File: config.mk
export PLATFORM = sky130hd
export DESIGN_NAME = alu_ctrl_flat
export DESIGN_NICKNAME = d
export VERILOG_FILES = /design/src/rtl/alu_ctrl_pkg.sv /design/src/rtl/alu_ctrl_if.sv /design/src/rtl/alu_ctrl.sv /design/src/flat_wrapper.sv
export SDC_FILE = /design/constraint.sdc
export NUM_CORES = 1
export LEC_CHECK = 0
export ABC_AREA = 1
export BUFFER_PORTS_ARGS = -buffer_cell sky130_fd_sc_hd__buf_2
export CAP_MARGIN = 20
export CORE_MARGIN = 4
export CORE_UTILIZATION = 45
export CTS_CLUSTER_SIZE = 14
export DETAILED_ROUTE_END_ITERATION = 16
export GPL_TIMING_DRIVEN = 1
export PLACE_DENSITY_LB_ADDON = 0.1
export SLEW_MARGIN = 30
export SYNTH_ARGS = -nofsm -noshare
export SYNTH_HDL_FRONTEND = slang
export SYNTH_SLANG_ARGS = --single-unit
File: constraint.sdc
create_clock -name clk -period 2.1 [get_ports clk]
set_clock_uncertainty 0.15 [all_clocks]
set_input_delay 0.42 -clock clk [delete_from_list [all_inputs] [get_ports clk]]
set_output_delay 0.42 -clock clk [all_outputs]
set_load 0.05 [all_outputs]
File: src/rtl/alu_ctrl_pkg.sv
// Shared types for the ALU control sequencer.
// Op encodings, FSM states and default widths.
package alu_ctrl_pkg;

   localparam int W_DEF  = 16;
   localparam int FW_DEF = 7;

   typedef enum logic [1:0] {
      ALU_ADD  = 2'b00,
      ALU_SUB  = 2'b01,
      ALU_MUL  = 2'b10,
      ALU_NAND = 2'b11
   } alu_op_e;

   typedef enum logic [2:0] {
      S_IDLE,
      S_LOAD_A,
      S_LOAD_B,
      S_EXEC,
      S_RESP
   } state_e;

endpackage

File: src/rtl/alu_ctrl_if.sv
// Command, response and ALU-side signals of the sequencer.
// slave = the sequencer, master = host plus ALU.
interface alu_ctrl_if
   import alu_ctrl_pkg::*;
#(
   parameter int W  = W_DEF,
   parameter int FW = FW_DEF
);

   logic          cmd_valid;
   logic          cmd_ready;
   logic [1:0]    cmd_op;
   logic [W-1:0]  cmd_a;
   logic [W-1:0]  cmd_b;
   logic          cmd_chain;
   logic [W-1:0]  bus_out;
   logic          bus_oe;
   logic          alu_ai;
   logic          alu_bi;
   logic          alu_oe;
   logic [1:0]    alu_sel;
   logic [W-1:0]  alu_out;
   logic [FW-1:0] alu_flags;
   logic          rsp_valid;
   logic          rsp_ready;
   logic [W-1:0]  rsp_data;
   logic [FW-1:0] rsp_flags;
   logic [15:0]   op_count;

   modport slave (
      input  cmd_valid, cmd_op, cmd_a, cmd_b, cmd_chain,
      input  alu_out, alu_flags, rsp_ready,
      output cmd_ready, bus_out, bus_oe,
      output alu_ai, alu_bi, alu_oe, alu_sel,
      output rsp_valid, rsp_data, rsp_flags, op_count
   );

   modport master (
      output cmd_valid, cmd_op, cmd_a, cmd_b, cmd_chain,
      output alu_out, alu_flags, rsp_ready,
      input  cmd_ready, bus_out, bus_oe,
      input  alu_ai, alu_bi, alu_oe, alu_sel,
      input  rsp_valid, rsp_data, rsp_flags, op_count
   );

endinterface

File: src/rtl/alu_ctrl.sv
// Initiator-side sequencer for the ALU: loads A/B over the shared
// bus, enables the ALU output and holds the result for downstream.
module alu_ctrl
   import alu_ctrl_pkg::*;
#(
   parameter int W  = W_DEF,
   parameter int FW = FW_DEF
) (
   input  logic      clk,
   input  logic      rst_n,
   alu_ctrl_if.slave io
);

   state_e        state_q, state_d;
   alu_op_e       op_q, op_d;
   logic [W-1:0]  a_q, a_d;
   logic [W-1:0]  b_q, b_d;
   logic [W-1:0]  prev_q, prev_d;
   logic          prev_vld_q, prev_vld_d;
   logic [W-1:0]  rsp_data_q, rsp_data_d;
   logic [FW-1:0] rsp_flags_q, rsp_flags_d;
   logic [15:0]   op_count_q, op_count_d;

   logic          cmd_ready_q, cmd_ready_d;
   logic          bus_oe_q, bus_oe_d;
   logic [W-1:0]  bus_out_q, bus_out_d;
   logic          alu_ai_q, alu_ai_d;
   logic          alu_bi_q, alu_bi_d;
   logic          alu_oe_q, alu_oe_d;
   logic [1:0]    alu_sel_q, alu_sel_d;
   logic          rsp_valid_q, rsp_valid_d;

   always_comb begin
      state_d     = state_q;
      op_d        = op_q;
      a_d         = a_q;
      b_d         = b_q;
      prev_d      = prev_q;
      prev_vld_d  = prev_vld_q;
      rsp_data_d  = rsp_data_q;
      rsp_flags_d = rsp_flags_q;
      op_count_d  = op_count_q;
      unique case (state_q)
         S_IDLE: begin
            if (io.cmd_valid && cmd_ready_q) begin
               op_d = alu_op_e'(io.cmd_op);
               a_d  = io.cmd_a;
               b_d  = io.cmd_b;
               // ALU A still holds the last result
               state_d = (io.cmd_chain && prev_vld_q)
                       ? S_LOAD_B : S_LOAD_A;
            end
         end
         S_LOAD_A: state_d = S_LOAD_B;
         S_LOAD_B: state_d = S_EXEC;
         S_EXEC: begin
            rsp_data_d  = io.alu_out;
            rsp_flags_d = io.alu_flags;
            prev_d      = io.alu_out;
            prev_vld_d  = 1'b1;
            state_d     = S_RESP;
         end
         S_RESP: begin
            if (io.rsp_ready) begin
               state_d    = S_IDLE;
               op_count_d = op_count_q + 16'd1;
            end
         end
         default: state_d = S_IDLE;
      endcase
   end

   // Strobes are flops decoded from the next state.
   always_comb begin
      cmd_ready_d = (state_d == S_IDLE);
      bus_oe_d    = (state_d == S_LOAD_A) || (state_d == S_LOAD_B);
      alu_ai_d    = (state_d == S_LOAD_A);
      alu_bi_d    = (state_d == S_LOAD_B);
      alu_oe_d    = (state_d == S_EXEC);
      rsp_valid_d = (state_d == S_RESP);
      alu_sel_d   = (state_d == S_IDLE) ? 2'b00 : op_d;
      bus_out_d   = '0;
      if (state_d == S_LOAD_A) bus_out_d = a_d;
      if (state_d == S_LOAD_B) bus_out_d = b_d;
   end

   always_ff @(posedge clk or negedge rst_n) begin
      if (!rst_n) begin
         state_q     <= S_IDLE;
         op_q        <= ALU_ADD;
         a_q         <= '0;
         b_q         <= '0;
         prev_q      <= '0;
         prev_vld_q  <= 1'b0;
         rsp_data_q  <= '0;
         rsp_flags_q <= '0;
         op_count_q  <= '0;
         cmd_ready_q <= 1'b1;
         bus_oe_q    <= 1'b0;
         bus_out_q   <= '0;
         alu_ai_q    <= 1'b0;
         alu_bi_q    <= 1'b0;
         alu_oe_q    <= 1'b0;
         alu_sel_q   <= 2'b00;
         rsp_valid_q <= 1'b0;
      end else begin
         state_q     <= state_d;
         op_q        <= op_d;
         a_q         <= a_d;
         b_q         <= b_d;
         prev_q      <= prev_d;
         prev_vld_q  <= prev_vld_d;
         rsp_data_q  <= rsp_data_d;
         rsp_flags_q <= rsp_flags_d;
         op_count_q  <= op_count_d;
         cmd_ready_q <= cmd_ready_d;
         bus_oe_q    <= bus_oe_d;
         bus_out_q   <= bus_out_d;
         alu_ai_q    <= alu_ai_d;
         alu_bi_q    <= alu_bi_d;
         alu_oe_q    <= alu_oe_d;
         alu_sel_q   <= alu_sel_d;
         rsp_valid_q <= rsp_valid_d;
      end
   end

   assign io.cmd_ready = cmd_ready_q;
   assign io.bus_oe    = bus_oe_q;
   assign io.bus_out   = bus_out_q;
   assign io.alu_ai    = alu_ai_q;
   assign io.alu_bi    = alu_bi_q;
   assign io.alu_oe    = alu_oe_q;
   assign io.alu_sel   = alu_sel_q;
   assign io.rsp_valid = rsp_valid_q;
   assign io.rsp_data  = rsp_data_q;
   assign io.rsp_flags = rsp_flags_q;
   assign io.op_count  = op_count_q;

endmodule

File: src/flat_wrapper.sv
// flat-port wrapper written by rule: the top's interface ports become plain ports
module alu_ctrl_flat import alu_ctrl_pkg::*;
#(
   parameter int W  = W_DEF,
   parameter int FW = FW_DEF
)
  (clk, rst_n, io_cmd_valid, io_cmd_op, io_cmd_a, io_cmd_b, io_cmd_chain, io_alu_out, io_alu_flags, io_rsp_ready, io_cmd_ready, io_bus_out, io_bus_oe, io_alu_ai, io_alu_bi, io_alu_oe, io_alu_sel, io_rsp_valid, io_rsp_data, io_rsp_flags, io_op_count);
  alu_ctrl_if #(.W(W), .FW(FW)) io_i ();
  input  logic clk;
  input  logic rst_n;
  input wire logic [$bits(io_i.cmd_valid)-1:0] io_cmd_valid;
  input wire logic [$bits(io_i.cmd_op)-1:0] io_cmd_op;
  input wire logic [$bits(io_i.cmd_a)-1:0] io_cmd_a;
  input wire logic [$bits(io_i.cmd_b)-1:0] io_cmd_b;
  input wire logic [$bits(io_i.cmd_chain)-1:0] io_cmd_chain;
  input wire logic [$bits(io_i.alu_out)-1:0] io_alu_out;
  input wire logic [$bits(io_i.alu_flags)-1:0] io_alu_flags;
  input wire logic [$bits(io_i.rsp_ready)-1:0] io_rsp_ready;
  output wire logic [$bits(io_i.cmd_ready)-1:0] io_cmd_ready;
  output wire logic [$bits(io_i.bus_out)-1:0] io_bus_out;
  output wire logic [$bits(io_i.bus_oe)-1:0] io_bus_oe;
  output wire logic [$bits(io_i.alu_ai)-1:0] io_alu_ai;
  output wire logic [$bits(io_i.alu_bi)-1:0] io_alu_bi;
  output wire logic [$bits(io_i.alu_oe)-1:0] io_alu_oe;
  output wire logic [$bits(io_i.alu_sel)-1:0] io_alu_sel;
  output wire logic [$bits(io_i.rsp_valid)-1:0] io_rsp_valid;
  output wire logic [$bits(io_i.rsp_data)-1:0] io_rsp_data;
  output wire logic [$bits(io_i.rsp_flags)-1:0] io_rsp_flags;
  output wire logic [$bits(io_i.op_count)-1:0] io_op_count;
  assign io_i.cmd_valid = io_cmd_valid;
  assign io_i.cmd_op = io_cmd_op;
  assign io_i.cmd_a = io_cmd_a;
  assign io_i.cmd_b = io_cmd_b;
  assign io_i.cmd_chain = io_cmd_chain;
  assign io_i.alu_out = io_alu_out;
  assign io_i.alu_flags = io_alu_flags;
  assign io_i.rsp_ready = io_rsp_ready;
  assign io_cmd_ready = io_i.cmd_ready;
  assign io_bus_out = io_i.bus_out;
  assign io_bus_oe = io_i.bus_oe;
  assign io_alu_ai = io_i.alu_ai;
  assign io_alu_bi = io_i.alu_bi;
  assign io_alu_oe = io_i.alu_oe;
  assign io_alu_sel = io_i.alu_sel;
  assign io_rsp_valid = io_i.rsp_valid;
  assign io_rsp_data = io_i.rsp_data;
  assign io_rsp_flags = io_i.rsp_flags;
  assign io_op_count = io_i.op_count;
  alu_ctrl #(.W(W), .FW(FW)) u_core (.clk(clk), .rst_n(rst_n), .io(io_i));
endmodule
# [After elaboration in Yosys (flattened, before gate mapping)]
# Index checks and enable logic that the tools add are counted.
# W data, S select, Z words.
[op_classes] reduce_logical=6 add_sub_neg=1 muxes=13 n_eq_ne=8
[ops] cell="$mux W16" count=6
[ops] cell="$add A16 B1 Y16 const B" count=1
[ops] cell="$pmux W3 S5" count=1
[ops] cell="$eq A3 B2 Y1 const B" count=4
[ops] cell="$mux W2" count=4
[ops] cell="$eq A3 B1 Y1 const B" count=2
[ops] cell="$eq A3 B3 Y1 const B" count=2
[ops] cell="$logic_not A3 Y1" count=2
[ops] cell="$mux W3" count=2
[ops] cell="$logic_and A1 B1 Y1" count=2
[ops] cell="$reduce_and A2 Y1" count=1
[ops] cell="$logic_or A1 B1 Y1" count=1
[word_totals] input_bits=62 elab_cells=44 reg_bits=101

# [Logic depth before layout (Yosys ltp)]
# Gate-level depths: netlist of run 1.
[depth] word_depth=7 ltp_mapped=11 depth_no_buf=10

# [Worst setup path after synthesis of run 1]
# No wires, ideal clock.
[synth_timing] path_kind="reg2reg" from="register u_core.op_count_q[0] (netlist: u_core.io.op_count[0])" to="register u_core.op_count_q[7] (netlist: u_core.io.op_count[7])" stages_incl_launch_ff=7 required_ns=1.808 t_arrival_ns=1.470 synth_period_minus_slack_ns=1.762 slack_ns=0.338 path_cell_list="dfrtp_1 -> inv_1 -> nor2_1 -> inv_1 -> nor2_1 -> nand3_1 -> xnor2_1"
[synth_via] elab_chain_len=1
[synth_rtl] item="start: declaration" line_no="alu_ctrl.sv:22" rtl="logic [15:0] op_count_q, op_count_d;"
[synth_rtl] item="start signal: assignment" line_no="alu_ctrl.sv:115" rtl="op_count_q <= op_count_d;"
[synth_rtl] item="$add A16 B1 Y16" line_no="alu_ctrl.sv:66" rtl="op_count_d = op_count_q + 16'd1;"
# No other way between the ends.
# A chain may end at the register's enable or synchronous reset.

# [Worst setup path after layout of run 1]
[layout_timing] from="register u_core.cmd_ready_q (netlist: u_core.io.cmd_ready)" to="output io_cmd_ready"
[layout_lines] item="start: declaration" line_no="alu_ctrl.sv:24" rtl="logic cmd_ready_q, cmd_ready_d;"
[layout_lines] item="start signal: assignment" line_no="alu_ctrl.sv:116" rtl="cmd_ready_q <= cmd_ready_d;"
[layout_lines] item="end: declaration" line_no="flat_wrapper.sv:19" rtl="output wire logic [$bits(io_i.cmd_ready)-1:0] io_cmd_ready;"
# No word-level cell between the ends.

==> metrics.md, run 1 <==
| Metric | Value |
|---|---|
| Total GRT Usage | `0.1574` |
| Slew @ Worst Pin | `0.5240 ns` |
| Ant diodes | `0` |
| Final Max Tran Viols | `0` |
| DR pass1 iterations | `4` |
| Status | `finished, final reports clean` |
| Via density | `4.639` |
| CTS tree | `built` |
| H-tree Lvls | `3` |
| PwrDens | `1580 nW/um^2` |
| Vias after detailed routing | `3113` |
| Ranking of synthesized cells by area | `dfrtp_1 (59%), nand2_1 (12%), mux2_2 (6.1%)` |
| Final setup fails | `0` |
| Antenna-violating nets left | `0` |
| GPL Wtd Cong | `0.7919` |
| Register area | `2529 um^2` |
| Area post-placement | `4950 um^2` |
| Critical path startpoint category | `register` |
| Slew margin rel. | `0.6507` |
| Dpl cells | `654` |
| Final Cycle Share | `0.8162` |
| Crit path buffers/inverters | `1` |
| RSZ-0062 raised after global routing | `false` |
| # port buffers | `124` |
| Post-Synthesis Cell Area | `4250 um^2` |
| Worst min path class | `in -> reg` |
| Footprint of the multi-input gates | `1364 um^2` |
| Nets | `618` |
| Drt first-iter violations | `115` |
| Number of max-cap violations | `0` |
| CP Data Required Time | `1.53 ns` |
| Clock Sinks | `101` |
| Width of the die | `105.2 um` |
| I/O pin total | `125` |
| Setup_tns | `0 ns` |
| Die H | `105.2 um` |
| Flops & latches, synth | `101` |
| Fin util | `0.5637` |
| Post-synth top area share | `0.5888` |
| Layout cells sized above 1 | `0.3446` |
| Synth-to-layout area growth | `21.96%` |
| Peak supply drop | `1.065 mV` |
| Worst path cell trace | `buf_2` |
| Syn. warnings | `0` |
| Gate Count Post-Synth | `429` |
| Row count | `35` |
| Design Area, Final | `5184 um^2` |
| Skew-Pair Late Insertion Delay | `0.35 ns` |
| Die area | `11060 um^2` |
| Core outline area | `9196 um^2` |
| Worst path max stage delay | `0.54 ns` |
| Final Hold Fails | `0` |
| Initial antenna violation count | `0` |
| Kind of end point of the critical path | `output port` |
| Vias in the first global route | `3041` |
| First-pass GRT wire length | `14.19 mm` |
| Distinct cell type count after synthesis | `24` |
| Filler Cell Count | `841` |
| Largest net degree at the start of global routing | `102` |
| Seq/Total Area, Yosys | `0.5949` |
| Worst path slowest cell | `dfstp_2` |
| CP top delay family | `flip-flops` |
| Total grt overflow | `0` |
| Max frequency | `0.5834 GHz` |
| Syn Area/Cell | `9.908 um^2` |
| Post-DR wirelength/cell | `12.72 um` |
| Total wire length | `8.536 mm` |
| CTS root buf | `clkbuf_8` |
| Non-filler cells, final | `671` |
| # resized after CTS | `0` |
| Starting Density | `0.4622` |
| CTS Buf Count | `9` |
| Postcts setup bufs | `0` |
| Syn nets | `492` |
| Maximum clock path buffer count | `2` |
| HPWL Detailed | `5.978 mm` |
| Clock transition at path regs | `0.09 ns` |
| Worst-path maximum fanout | `2` |
| Critical Path AT | `1.14 ns` |
| Hold-fix buffers, CTS | `1` |
| Leakage | `2.891 nW` |
| Post-synth top area cell | `dfrtp_1` |
| Critical path type | `reg -> out` |
| Crit path time final | `1.714 ns` |
| # DRC | `0` |
==> through the flow <==
| step | setup slack, ns | total power [mW] | hold WS [ns] |
|---|---|---|---|
| after floorplan | 0.3382 | 6.071 | -0.02559 |
| after CTS | 0.3621 | 8.293 | 0.1170 |
| after global routing | 0.2128 | 8.703 | 0.1152 |
| final | 0.3860 | 8.190 | 0.1390 |
| after detailed placement | 0.3787 | 6.903 | 0.3042 |
| after global placement | 0.4213 | 6.819 | 0.3007 |
==> power by group <==
| part | switching (mW) | total, mW | internal, mW | leakage, nW |
|---|---|---|---|---|
| sequential | 0.347 | 3.05 | 2.70 | 1.26 |
| clock | 0.659 | 1.37 | 0.710 | 0.114 |
| combinational | 2.75 | 3.77 | 1.02 | 1.52 |
==> cells in the mapped netlist <==
library cell,instances
nand2_1,136
dfrtp_1,100
inv_1,64
mux2_2,23
o21ai_2,20
nor2_1,17
o21ai_1,15
o21ai_0,8
buf_6,6
nand3_1,6
xor2_1,6
buf_2,4
nor3_1,4
buf_4,3
nand4_1,3
xnor2_1,3
inv_2,2
nand3_4,2
nor2_4,2
a21oi_1,1
dfstp_2,1
ha_1,1
nand3_2,1
nand3b_1,1
==> final timing paths <==
kind                                               start                            endpoint  slack [ns]  cells after the start
max                        u_core.io.cmd_ready$_DFF_PN1_                        io_cmd_ready        0.39                      1
min                                      io_alu_flags[6]  u_core.io.rsp_flags[6]$_DFFE_PN0N_        0.14                      2
max reg2reg                u_core.io.cmd_ready$_DFF_PN1_      u_core.io.bus_out[6]$_DFF_PN0_        0.42                     10
min reg2reg                u_core.prev_vld_q$_DFFE_PN0N_       u_core.prev_vld_q$_DFFE_PN0N_        0.32                      2
max in group asynchronous                          rst_n  u_core.io.rsp_flags[2]$_DFFE_PN0N_        0.89                      3
min in group asynchronous                          rst_n            u_core.b_q[10]$_DFF_PN0_        0.50                      3
==> cell families (layout without fill, tap and decap cells) <==
kind of cell	Yosys count	after routing	synth area share
simple gates	172	172	0.1690
flops	101	101	0.5949
buf+inv	79	210	0.08419
compound gates	44	44	0.06947
mux	23	23	0.06094
xor+xnor	9	9	0.01855
fa+ha+maj	1	1	0.002943
==> metal layers <==
metal	vias to the layer above	global-route usage	share of wire
met2	79	0.2509	0.48
met5	-	0	0
met3	9	0.04447	0.057
met4	0	0.03936	0.0094
met1	1465	0.2128	0.45
li1	1560	-	-
==> final cells by class <==
type,count,share of cell area
Clock buffer,11,0.02728
Clock inverter,5,0.01593
Inverter,66,0.04779
Multi-Input combinational cell,249,0.2631
Sequential cell,101,0.4878
Tap cell,111,0.02679
Timing Repair Buffer,128,0.1313
==> state kept, by name (all words and copies together), names as in the netlist, 3 cells and up <==
name                 count
u_core.b_q              16
u_core.a_q              16
u_core.io.rsp_data      16
u_core.io.rsp_flags      7
u_core.io.op_count      16
u_core.state_q           3
u_core.io.bus_out       16
==> placed cells by master, fill, tap and decap left out, drive strengths merged, types with 2 or more instances in the layout <==
cell type,Yosys,final
buf,13,127
bufinv,0,2
clkbuf,0,11
clkinv,0,2
dfrtp,100,100
inv,66,67
mux2,23,23
nand2,136,136
nand3,9,9
nand4,3,3
nor2,19,19
nor3,4,4
o21ai,43,43
xnor2,3,3
xor2,6,6
Note: power is estimated with default switching activity, not from simulation.
==> run 2, diff against run 1 <==
--- a/config.mk
+++ b/config.mk
@@ -5,7 +5,7 @@
 export SDC_FILE = /design/constraint.sdc
 export NUM_CORES = 1
 export LEC_CHECK = 0
-export ABC_AREA = 1
+export ABC_AREA = 0
 export BUFFER_PORTS_ARGS = -buffer_cell sky130_fd_sc_hd__buf_2
 export CAP_MARGIN = 20
 export CORE_MARGIN = 4
==> constraint.sdc (replaced) <==
create_clock -name clk -period 1.55 [get_ports clk]
set_clock_uncertainty 0.15 [all_clocks]
set_input_delay 0.31 -clock clk [delete_from_list [all_inputs] [get_ports clk]]
set_output_delay 0.31 -clock clk [all_outputs]
set_load 0.05 [all_outputs]
==> run 2 against run 1 <==
Effect of this change: the run now ends with setup timing left; setup slack got worse by 0.81 ns; largest cell class unchanged; largest power group unchanged; die area shrank 6.6%; highest routed layer unchanged; synthesized cell count decreased by 39%.
==> metrics.md, run 2 <==
| Metric | Value |
|---|---|
| Flops & latches, synth | `101` |
| Final Cycle Share | `1.271` |
| Peak supply drop | `1.286 mV` |
| Crit path buffers/inverters | `2` |
| Clock Sinks | `101` |
| Distinct cell type count after synthesis | `37` |
| Core outline area | `8382 um^2` |
| Final Hold Fails | `0` |
| First-pass GRT wire length | `15.67 mm` |
| DR pass1 iterations | `4` |
| Synth top cells by count | `dfrtp_1 (100), mux2_2 (42), a32o_1 (16), nand2_1 (13)` |
| CTS tree | `built` |
| Syn nets | `323` |
| Nets | `502` |
| Total wire length | `9.717 mm` |
| Slew margin rel. | `0.7864` |
| H-tree Lvls | `3` |
| Ranking of synthesized cells by area | `dfrtp_1 (63%), mux2_2 (12%), mux2_4 (4.6%)` |
| GPL Wtd Cong | `0.7644` |
| Post-synth top area cell | `dfrtp_1` |
| Initial antenna violation count | `0` |
| Drt first-iter violations | `59` |
| Final setup fails | `91` |
| Pwr Total | `13.00 mW` |
| Slew @ Worst Pin | `0.3204 ns` |
| Setup ws final | `-0.4200 ns` |
| RSZ-0062 raised after global routing | `true` |
| Filler Cell Count | `603` |
| Crit path time final | `1.970 ns` |
| Footprint of the multi-input gates | `1628 um^2` |
| Skew-Pair Late Insertion Delay | `0.35 ns` |
| Starting Density | `0.4711` |
| Critical Path AT | `2.07 ns` |
| Width of the die | `101.7 um` |
| Via density | `5.084` |
| Post-synth EDFFs | `0` |
| Total GRT Usage | `0.1970` |
| Syn. warnings | `0` |
| Total grt overflow | `0` |
| Design Area, Final | `5881 um^2` |
| Kind of end point of the critical path | `register` |
| Synth Flop Type | `dfrtp_1` |
| CTS root buf | `clkbuf_8` |
| PwrDens | `2211 nW/um^2` |
| Final Max Tran Viols | `0` |
| Number of max-cap violations | `0` |
| CP Data Required Time | `1.65 ns` |
| Fin util | `0.7016` |
| Most frequent cells in the layout | `buf_2 (114), dfrtp_1 (89), mux2_4 (53), buf_4 (22), buf_6 (22)` |
| Row count | `33` |
| Vias in the first global route | `3047` |
| # DRC | `0` |
| Seq/Total Area, Yosys | `0.6404` |
| Top-count cell post-synth | `dfrtp_1` |
| Syn Area/Cell | `15.19 um^2` |
| Setup_tns | `-17.88 ns` |
| Worst path slowest cell | `dfstp_2` |
| Synth-to-layout area growth | `48.92%` |
| Status | `complete, but fails checks` |
| Critical path type | `reg -> reg` |
| Layout cells sized above 1 | `0.6554` |
| Gate Count Post-Synth | `260` |
| Metal-1 WL | `4.113 mm` |
| Wire length on met2 | `4.880 mm` |
| Die H | `101.7 um` |
| HPWL Detailed | `6.078 mm` |
| Clock transition at path regs | `0.10 ns` |
| Ant diodes | `0` |
| Post-synth top area share | `0.6337` |
| Register area | `2542 um^2` |
| CTS Buf Count | `9` |
| Post-synth ARST share | `1.000` |
| Worst min path class | `in -> reg` |
| Most common cell after layout, fill and taps aside | `buf_2` |
| Met3 routed WL | `622 um` |
| Worst-path maximum fanout | `6` |
| Failing checks | `setup timing` |
| Worst path cell trace | `nand2_2 > and2b_4 > buf_12 > buf_16 > mux2_4 > a32o_1` |
| Leakage | `2.968 nW` |
| Post-Synthesis Cell Area | `3949 um^2` |
| Antenna-violating nets left | `0` |
| I/O pin total | `125` |
| Place WS | `-0.3811 ns` |
| Vias after detailed routing | `2791` |
| Worst path max stage delay | `0.56 ns` |
| Largest net degree at the start of global routing | `46` |
| CP top delay family | `flip-flops` |
| Area post-placement | `4991 um^2` |
| Worst R2R Setup Slack | `-0.42 ns` |
| # port buffers | `124` |
| Die area | `10340 um^2` |
| Critical path startpoint category | `register` |
| Post-DR wirelength/cell | `17.70 um` |
| Max frequency | `0.5076 GHz` |
| Maximum clock path buffer count | `2` |
| Uppermost routed layer | `met4` |
==> run 2: changes by cell type after synthesis, moves of 9 or more <==
cell | previous run | this run
xnor2_1 | 3 | 12
mux2_4 | 0 | 12
a32o_1 | 0 | 16
inv_1 | 64 | 1
o21ai_2 | 20 | 0
nor2_1 | 17 | 5
nand2_1 | 136 | 13
mux2_2 | 23 | 42
o21ai_1 | 15 | 0
==> run 2: metal layers <==
metal / up-vias / track usage
met3: 8 / 0.05165
met1: 1410 / 0.2608
met4: 0 / 0.06442
met2: 80 / 0.3174
met5: - / 0
li1: 1293 / -
==> run 2: power breakdown <==
part,internal [mW],switching [mW]
Clock,0.952,0.887
Sequential,3.72,0.479
Combinational,3.08,3.89
==> run 2: final timing paths <==
path,end,depth (start not counted),from
max,u_core.io.bus_out[14]$_DFF_PN0_,6,u_core.io.cmd_ready$_DFF_PN1_
min,u_core.io.rsp_data[7]$_DFFE_PN0N_,2,io_alu_out[7]
max reg2reg,u_core.io.bus_out[14]$_DFF_PN0_,6,u_core.io.cmd_ready$_DFF_PN1_
min reg2reg,u_core.io.op_count[15]$_DFFE_PN0P_,1,u_core.io.op_count[15]$_DFFE_PN0P_
max in group asynchronous,u_core.io.op_count[5]$_DFFE_PN0P_,3,rst_n
min in group asynchronous,u_core.b_q[7]$_DFF_PN0_,2,rst_n
==> run 2: cell families after synthesis <==
family,after synthesis,share of synthesized area
flip-flops,101,0.6404
multiplexers,57,0.1740
AND/OR/NAND/NOR,49,0.07193
AO/OA/AOI/OAI,22,0.05038
XOR/XNOR,15,0.03327
buffers and inverters,15,0.02693
adder cells (fa/ha/maj),1,0.003168
==> run 2: final cells by class <==
cell class,count,area share
Clock buffer,10,0.02340
Multi-Input combinational cell,144,0.2768
Clock inverter,6,0.01468
Sequential cell,101,0.4323
Timing Repair Buffer,181,0.2289
Tap cell,105,0.02234
Inverter,2,0.001489
==> run 2: timing repair <==
action                                  in CTS  in global routing
cloned                                       5                  0
pin swaps                                   26                 21
endpoints found under the hold margin       19                  0
hold buffers                                 1                  0
endpoints found under the setup margin      82                104
gates resized for setup                     73                 31
buffers inserted                            21                 13
==> run 2: through the flow <==
step,hold slack [ns],cells
floorplan,-0.1356,260
global placement,0.07376,502
detailed placement,0.07697,502
CTS,0.01972,545
global route,0.01882,549
finish,0.03213,549
==> run 2: worst register-to-register path: cells and delay by family (launching register included) <==
family	cells	cell delay, ns
flip-flops	1	0.56
AND/OR/NAND/NOR	2	0.36
multiplexers	1	0.31
AO/OA/AOI/OAI	1	0.23
buffers and inverters	2	0.27
